[config.mk]
export PLATFORM = sky130hd
export DESIGN_NAME = mul_div_unit
export DESIGN_NICKNAME = d
export VERILOG_FILES = /design/src/rtl/mul_div_unit.sv
export SDC_FILE = /design/constraint.sdc
export NUM_CORES = 1
export LEC_CHECK = 0
export BUFFER_PORTS_ARGS = -buffer_cell sky130_fd_sc_hd__buf_4
export CAP_MARGIN = 10
export CORE_MARGIN = 5
export CORE_UTILIZATION = 55
export CTS_CLUSTER_SIZE = 28
export DETAILED_ROUTE_END_ITERATION = 10
export HOLD_SLACK_MARGIN = 0.05
export PLACE_DENSITY_LB_ADDON = 0.08
export SETUP_SLACK_MARGIN = 0.15
export SLEW_MARGIN = 20
export SYNTH_ARGS = -nofsm -noshare
export SYNTH_HDL_FRONTEND = slang
export SYNTH_SLANG_ARGS = --single-unit
[constraint.sdc]
create_clock -name clk -period 12.4 [get_ports clk]
set_input_delay 0.62 -clock clk [delete_from_list [all_inputs] [get_ports clk]]
set_output_delay 0.62 -clock clk [all_outputs]
set_load 0.02 [all_outputs]
[src/rtl/mul_div_unit.sv]
// mul_div_unit: iterative RV32M multiply/divide unit, one bit per cycle.
//   MUL*      : radix-2 shift-add on operand magnitudes.
//   DIV*/REM* : restoring division on operand magnitudes.
//   Signs are reapplied when the result is formed on entry to DONE.
// Optional build macro: MULDIV_FAST_SPECIAL_EN
//   Divide-by-zero and signed overflow skip CALC and finish one cycle
//   after start. Result values are the same with or without it.
// Ports:
//   clk    in   core clock
//   rst_n  in   asynchronous active-low reset
//   start  in   request, sampled only in IDLE
//   funct3 in   RV32M operation select
//   op_a   in   rs1 value (multiplicand / dividend)
//   op_b   in   rs2 value (multiplier / divisor)
//   kill   in   abort the operation in flight
//   busy   out  high in CALC and DONE
//   done   out  one-cycle pulse while result is valid
//   result out  final result, held until the next completed operation
module mul_div_unit #(
  parameter int unsigned DATA_WIDTH = 32,
  parameter int unsigned CNT_W      = 6
) (
  input  logic                  clk,
  input  logic                  rst_n,
  input  logic                  start,
  input  logic [2:0]            funct3,
  input  logic [DATA_WIDTH-1:0] op_a,
  input  logic [DATA_WIDTH-1:0] op_b,
  input  logic                  kill,
  output logic                  busy,
  output logic                  done,
  output logic [DATA_WIDTH-1:0] result
);

  localparam int unsigned W = DATA_WIDTH;

  localparam logic [1:0] S_IDLE = 2'd0;
  localparam logic [1:0] S_CALC = 2'd1;
  localparam logic [1:0] S_DONE = 2'd2;

  logic [1:0]       state_q,  state_d;
  logic [CNT_W-1:0] cnt_q,    cnt_d;
  logic [2:0]       f3_q,     f3_d;
  logic             sign_a_q, sign_a_d;
  logic             neg_q,    neg_d;
  logic             zero_q,   zero_d;
  logic [W-1:0]     a_q,      a_d;
  logic [W-1:0]     b_q,      b_d;
  logic [W-1:0]     hi_q,     hi_d;
  logic [W-1:0]     lo_q,     lo_d;
  logic             busy_q,   busy_d;
  logic             done_q,   done_d;
  logic [W-1:0]     result_q, result_d;

  // Operand decode for the start cycle
  logic         signed_a_in, signed_b_in;
  logic         sign_a_in, sign_b_in;
  logic [W-1:0] mag_a_in, mag_b_in;
  logic         zero_in;

  always_comb begin
    signed_a_in = (funct3 != 3'b011) && (funct3 != 3'b101) && (funct3 != 3'b111);
    signed_b_in = signed_a_in && (funct3 != 3'b010);
    sign_a_in   = signed_a_in & op_a[W-1];
    sign_b_in   = signed_b_in & op_b[W-1];
    mag_a_in    = sign_a_in ? W'(~op_a + W'(1)) : op_a;
    mag_b_in    = sign_b_in ? W'(~op_b + W'(1)) : op_b;
    zero_in     = (op_b == '0);
  end

  // Special divide cases resolved straight from the inputs
  logic         fast_take;
  logic [W-1:0] fast_res;
`ifdef MULDIV_FAST_SPECIAL_EN
  logic ovf_in;
  assign ovf_in    = (funct3[2] & ~funct3[0]) && (op_a == {1'b1, {(W-1){1'b0}}}) && (op_b == '1);
  assign fast_take = funct3[2] & (zero_in | ovf_in);
  assign fast_res  = zero_in ? (funct3[1] ? op_a : '1) : (funct3[1] ? '0 : op_a);
`else
  assign fast_take = 1'b0;
  assign fast_res  = '0;
`endif

  // One iteration step of both datapaths
  logic [W:0]   mul_sum;
  logic [W:0]   div_shift;
  logic         div_ok;
  logic [W-1:0] hi_n, lo_n;

  always_comb begin
    mul_sum   = {1'b0, hi_q} + (lo_q[0] ? {1'b0, a_q} : '0);
    div_shift = {hi_q, lo_q[W-1]};
    div_ok    = (div_shift >= {1'b0, b_q});
    if (f3_q[2]) begin
      hi_n = div_ok ? W'(div_shift - {1'b0, b_q}) : div_shift[W-1:0];
      lo_n = {lo_q[W-2:0], div_ok};
    end else begin
      hi_n = mul_sum[W:1];
      lo_n = {mul_sum[0], lo_q[W-1:1]};
    end
  end

  // Sign fix-up and result selection after the final iteration
  logic [2*W-1:0] prod_s;
  logic [W-1:0]   quo_s, rem_s, a_orig, fin;

  always_comb begin
    prod_s = neg_q ? (2*W)'(~{hi_n, lo_n} + (2*W)'(1)) : {hi_n, lo_n};
    quo_s  = neg_q    ? W'(~lo_n + W'(1)) : lo_n;
    rem_s  = sign_a_q ? W'(~hi_n + W'(1)) : hi_n;
    a_orig = sign_a_q ? W'(~a_q + W'(1))  : a_q;
    if (!f3_q[2]) begin
      fin = (f3_q[1:0] == 2'b00) ? prod_s[W-1:0] : prod_s[2*W-1:W];
    end else if (f3_q[1]) begin
      fin = zero_q ? a_orig : rem_s;
    end else begin
      fin = zero_q ? '1 : quo_s;
    end
  end

  // Next-state and output logic
  always_comb begin
    state_d  = state_q;
    cnt_d    = cnt_q;
    f3_d     = f3_q;
    sign_a_d = sign_a_q;
    neg_d    = neg_q;
    zero_d   = zero_q;
    a_d      = a_q;
    b_d      = b_q;
    hi_d     = hi_q;
    lo_d     = lo_q;
    busy_d   = 1'b0;
    done_d   = 1'b0;
    result_d = result_q;

    case (state_q)
      S_IDLE: begin
        if (start) begin
          f3_d     = funct3;
          sign_a_d = sign_a_in;
          neg_d    = sign_a_in ^ sign_b_in;
          zero_d   = zero_in;
          a_d      = mag_a_in;
          b_d      = mag_b_in;
          hi_d     = '0;
          lo_d     = funct3[2] ? mag_a_in : mag_b_in;
          cnt_d    = '0;
          busy_d   = 1'b1;
          if (fast_take) begin
            state_d  = S_DONE;
            done_d   = 1'b1;
            result_d = fast_res;
          end else begin
            state_d  = S_CALC;
          end
        end
      end
      S_CALC: begin
        if (kill) begin
          state_d = S_IDLE;
          cnt_d   = '0;
        end else begin
          busy_d = 1'b1;
          hi_d   = hi_n;
          lo_d   = lo_n;
          if (cnt_q == CNT_W'(W - 1)) begin
            state_d  = S_DONE;
            cnt_d    = '0;
            done_d   = 1'b1;
            result_d = fin;
          end else begin
            cnt_d = cnt_q + CNT_W'(1);
          end
        end
      end
      S_DONE: begin
        state_d = S_IDLE;
      end
      default: begin
        state_d = S_IDLE;
        cnt_d   = '0;
      end
    endcase
  end

  // State and datapath registers
  always_ff @(posedge clk or negedge rst_n) begin
    if (!rst_n) begin
      state_q  <= S_IDLE;
      cnt_q    <= '0;
      f3_q     <= '0;
      sign_a_q <= 1'b0;
      neg_q    <= 1'b0;
      zero_q   <= 1'b0;
      a_q      <= '0;
      b_q      <= '0;
      hi_q     <= '0;
      lo_q     <= '0;
      busy_q   <= 1'b0;
      done_q   <= 1'b0;
      result_q <= '0;
    end else begin
      state_q  <= state_d;
      cnt_q    <= cnt_d;
      f3_q     <= f3_d;
      sign_a_q <= sign_a_d;
      neg_q    <= neg_d;
      zero_q   <= zero_d;
      a_q      <= a_d;
      b_q      <= b_d;
      hi_q     <= hi_d;
      lo_q     <= lo_d;
      busy_q   <= busy_d;
      done_q   <= done_d;
      result_q <= result_d;
    end
  end

  assign busy   = busy_q;
  // A kill arriving in the DONE cycle still retracts the pulse
  assign done   = done_q & ~kill;
  assign result = result_q;

endmodule
Yosys cells after proc, flatten, opt, wreduce, memory -nomap -nowiden
Index checks and enable logic that the tools add are counted.
{"block": "totals", "regBits": 176, "input_bits": 71}
{"block": "op_classes", "addsub": 9, "muxes": 36, "reduce_logical": 12, "n_bitwise": 12, "n_eq_ne": 10, "order_cmp": 1}
{"operator": "$mux W32", "n": 19}
{"operator": "$add A32 B1 Y32 const B", "n": 5}
{"operator": "$not A32 Y32", "n": 5}
{"operator": "$pmux W32 S2", "n": 2}
{"operator": "$add A64 B1 Y64 const B", "n": 1}
{"operator": "$mux W64", "n": 1}
{"operator": "$not A64 Y64", "n": 1}
{"operator": "$add A32 B32 Y33", "n": 1}
{"operator": "$ge A33 B32 Y1", "n": 1}
{"operator": "$logic_not A32 Y1", "n": 1}
{"operator": "$sub A32 B32 Y32", "n": 1}
{"operator": "$mux W6", "n": 3}
{"operator": "$pmux W6 S3", "n": 1}
{"operator": "$ne A3 B3 Y1 const B", "n": 3}
{"operator": "$add A6 B1 Y6 const B", "n": 1}
{"operator": "$eq A6 B5 Y1 const B", "n": 1}
{"operator": "$mux W2", "n": 3}
{"operator": "$ne A3 B2 Y1 const B", "n": 2}
{"operator": "$reduce_and A2 Y1", "n": 3}
{"operator": "$reduce_and A3 Y1", "n": 2}
{"operator": "$mux W1", "n": 5}
{"operator": "$logic_not A2 Y1", "n": 2}
{"operator": "$ne A2 B2 Y1 const B", "n": 2}
{"operator": "$pmux W2 S2", "n": 1}
{"operator": "other kinds (8)", "n": 13}

Longest topological paths before layout
{"block": "depth", "word_depth": 9, "depth_mapped": 25}

Worst setup path before layout
No wires, ideal clock.
{"block": "synth_timing", "path_type": "flip-flop to flip-flop", "start": "register f3_q[2]", "end": "register result_q[28], in the netlist result[28]", "setup_slack_ps": 7540, "path_buffers": 6, "arrival_ps": 4739, "path_stages_with_launch": 20, "t_required_ps": 12279, "setup_time_ps": 121, "path_cell_list": "dfrtp_1 -> buf_2 -> buf_1 -> buf_2 -> clkbuf_1 -> clkbuf_1 -> clkbuf_1 -> mux2i_1 -> ha_1 -> inv_1 -> a211oi_1 -> nand4_1 -> nor3_1 -> nand2_1 -> or2_2 -> nor2_1 -> nand3b_1 -> o31ai_1 -> a31oi_1 -> a22o_1"}
{"block": "synth_via", "elab_chain_cells": 7, "elab_cells_between_ends": 16, "cone_classes": "add/sub: 3; mux: 10; bitwise: 3"}
{"item": "start: declaration", "line": "43", "source": "logic [2:0] f3_q, f3_d;"}
{"item": "start signal: assignment", "line": "192", "source": "f3_q <= '0;"}
{"item": "start signal: assignment", "line": "206", "source": "f3_q <= f3_d;"}
{"item": "$mux W32", "line": "94", "source": "if (f3_q[2]) begin"}
{"item": "$not A32 Y32, on equally long branches", "line": "109, 110"}
{"item": "$add A32 B1 Y32, on equally long branches", "line": "109, 110"}
{"item": "$mux W32, on equally long branches", "line": "109, 110"}
{"item": "$mux W32, on equally long branches", "line": "117, 115"}
{"item": "$mux W32", "line": "114", "source": "end else if (f3_q[1]) begin"}
{"item": "$mux W32 (*)", "line": "112", "source": "if (!f3_q[2]) begin"}
{"item": "end signal: assignment", "line": "216", "source": "result_q <= result_d;"}
{"item": "end: declaration", "line": "53", "source": "logic [W-1:0] result_q, result_d;"}
Mark *: on every way between the ends. The rest lies on a longest branch, timed or not.
A chain may end at the register's enable or synchronous reset.

Worst setup path after layout
{"block": "layout_timing", "start": "register hi_q[2]", "end": "register result_q[20], in the netlist result[20]"}
{"block": "layout_via", "elab_chain_cells": 9, "elab_cells_between_ends": 20, "cone_classes": "add/sub: 5; order compare: 1; mux: 11; bitwise: 3"}
{"item": "start: declaration", "line": "49", "source": "logic [W-1:0] hi_q, hi_d;"}
{"item": "start signal: assignment", "line": "212", "source": "hi_q <= hi_d;"}
{"item": "$sub A32 B32 Y32 or $ge A33 B32 Y1 (tied branches)", "line": "95, 93"}
{"item": "$mux W32", "line": "95", "source": "hi_n = div_ok ? W'(div_shift - {1'b0, b_q}) : div_shift[W-1:0];"}
{"item": "$mux W32", "line": "94"}
{"item": "$not A32 Y32", "line": "110", "source": "rem_s = sign_a_q ? W'(~hi_n + W'(1)) : hi_n;"}
{"item": "$add A32 B1 Y32", "line": "110"}
{"item": "$mux W32", "line": "110"}
{"item": "$mux W32", "line": "115", "source": "fin = zero_q ? a_orig : rem_s;"}
{"item": "$mux W32", "line": "114"}
{"item": "$mux W32 (*)", "line": "112"}
Marks and branches as above.

==> results.txt <==
Vias: 19,800
Die Y: 190.7 um
Most frequent CP cell: a21oi_1
Ranking of synthesized cells by area: dfrtp_1, o21ai_0, nand2_1
Yosys warnings: 0
CP peak stage delay: 470 ps
# diodes: 0
Syn nets: 2,557
Gr ovfl total: 0
Remaining DRCs: 0
Share of cells above drive strength 1: 9.352%
Commonest cells in the netlist: nand2_1, o21ai_0, a21oi_1, nor2_1, dfrtp_1
CP max-delay cell: dfrtp_1
IO Count: 105
Setup Fix Bufs, Post-CTS: 0
Pre-CTS setup slack: 6309 ps
WP buf/inv: 2
CP required: 12,770 ps
Pwr dens: 257.5 mW/mm^2
Final Setup Violations: 0
Most common cell in the netlist: nand2_1
Post-synth ARST share: 100.0%
Total Wirelength: 76.20 mm
Initial antenna violation count: 4
GR Util All Layers: 41.10%
Final non-filler cell total: 2,880
Outcome: complete, no violations
Hold buffer count at CTS: 0
Number of global-route vias before repair: 18,810
Post-DP HPWL: 58.74 mm
Levels on crit path: 20
Peak Freq: 153.0 MHz
Area leader, netlist: dfrtp_1
Clock slew at reported path FFs: 80 ps
Post-synth top area share: 24.53%
Slew HR: 30.37%
Period utilisation layout: 52.70%
Max IR drop VDD: 0.1520 mV
Largest net degree at the start of global routing: 116
Cts bufs inserted: 17
Pins Over Slew Limit: 0
Pre-Repair DR Iteration Count: 6
Worst Setup End Kind: register
Root buf cell: clkbuf_16
Mapped cell area: 0.01796 mm^2
Routability cong.: 1.029
Top_reg_cell synth: dfrtp_1
EDFF count, synth: 0
Die width: 190.7 um
Post-layout nets: 2,568
Post-route setup TNS: 0 ps
R2R depth: 20
CTS tree: yes
Cts repair resizes: 0
Total power: 5.035 mW
Hold crit path type: primary input to asynchronous set/reset pin
Min cycle time layout: 6534 ps
Final hold vios: 0
PortBufs: 104
#FFs+latches synth: 176
Clock tree buffer depth: 2
Data arrival time of the critical path: 6900 ps
Synth cell types: 93
Max-cap violations: 0
Antenna Nets Post-Route: 0
Routed wire per std cell: 26.46 um
Final WS setup: 5866 ps
Die area: 0.03636 mm^2
Global-route wire length before repair: 113.8 mm
Row count: 66
Dpl cells: 2,848
Worst hold slack: 111.8 ps
Critical Path Source Type: register
Vias per Instance: 6.876
Worst-margin pin slew: 1044 ps
Kind of critical path: register to register
Syn Inst Count: 2,414
Initial Util: 55.47%
H-tree depth: 4
Core ar.: 0.03237 mm^2
Area growth syn-to-layout: 8.898%
Sinks on Clock Net: 176
Iteration-0 DRC Markers: 2,755
Mean Syn Cell Area: 7.439 um^2
Critical path's top delay family: compound AO/OA/AOI/OAI gates
Worst skew pair latency: 470 ps
RSZ-0062 raised after global routing: no
Clock Skews: 17.32 ps
Register area share after synthesis: 24.53%
CP max FO: 20
Crit-path cells: ha_1 > a211o_1 > o2111ai_1 > o211a_1 > buf_4 > a21oi_1 > a21oi_1 > ha_1 > inv_1 > a211oi_1 > nand4_1 > nor3_1 > nand2_1 > or2_2 > nor2_1 > nand3b_1 > o21ai_0 > xnor2_1 > a21oi_1 > o21ai_0
Leakage: 8.119 nW
-- flip-flops by register name (all words and copies together) (netlist names), 2 cells and up --
register,flops
a_q,32
b_q,32
cnt_q,6
f3_q,3
hi_q,32
lo_q,32
result,32
state_q,2
-- metrics by stage --
stage / util (%) / cell area [um^2]
floorplan: - / 17960
global placement: 58.58 / 18960
detailed placement: 58.58 / 18960
CTS: 60.37 / 19540
global route: 60.41 / 19560
finish: 60.41 / 19560
-- kinds of logic (layout without fill, tap and decap cells) --
logic type	after synthesis	in the layout	share of synthesized area, %
AOI/OAI and AO/OA	797	797	28.39
muxes	71	71	4.090
DFF	176	176	24.53
adders and majority gates	72	72	5.100
xor gates and xnor gates	195	195	9.511
and+or+nand+nor	884	884	23.62
buffers and inverters	219	243	4.766
-- final timing paths --
path                                     start                     end  slack [ps]
setup / recovery           hi_q[2]$_DFFE_PN0P_  result[20]$_DFFE_PN0P_        5870
hold / removal                           rst_n     b_q[23]$_DFFE_PN0P_         110
setup reg to reg           hi_q[2]$_DFFE_PN0P_  result[20]$_DFFE_PN0P_        5870
hold reg to reg            b_q[23]$_DFFE_PN0P_     b_q[23]$_DFFE_PN0P_         480
max in group asynchronous                rst_n     f3_q[2]$_DFFE_PN0P_       10960
min in group clk                      op_b[31]      zero_q$_DFFE_PN0P_         370
-- power by group --
group | leakage, nW | switching [mW] | internal, mW
Sequential | 2.23 | 0.261 | 0.711
Clock | 0.286 | 0.280 | 0.291
Combinational | 5.61 | 2.33 | 1.16
Total | 8.12 | 2.88 | 2.16
-- layer usage --
metal | vias to the layer above | global-route usage, % | share of wire, %
li1 | 8837 | - | -
met1 | 9332 | 53.60 | 40
met2 | 1342 | 61.09 | 42
met3 | 288 | 10.89 | 11
met4 | 4 | 24.64 | 7.2
met5 | - | 0 | 0.045
-- final cells by class --
cell class	instances	area, um^2
Sequential cell	176	4409
Inverter	79	297.8
Clock buffer	19	442.9
Clock inverter	13	137.6
Multi-Input combinational cell	2019	12720
Timing Repair Buffer	132	998.5
Fill cell	3007	12820
Tap cell	442	553.0
-- cell usage in the layout, fill, tap and decap left out, types with 9 or more instances in the layout --
cell type	instances
and3_1	13
mux2i_1	61
ha_1	70
or3_1	33
inv_1	77
xnor2_1	117
nor2_1	199
o21ai_1	16
o21a_1	19
o41ai_1	14
o31ai_1	34
nor4_1	20
and2_1	38
a31oi_1	37
mux2_2	9
o22ai_1	13
o21ai_0	245
a21oi_1	208
nor2b_1	9
a22o_1	20
o211ai_1	26
nand2_1	311
nand3_1	48
buf_4	130
o221ai_1	15
nor3_1	71
a21o_1	22
nand3b_1	9
a221oi_1	12
nand2b_1	38
xor2_1	78
a211oi_1	20
or2_2	12
dfrtp_1	174
clkbuf_16	17
nand4_1	23
a221o_1	9
or4_1	22
(Power assumes the default switching activity.)
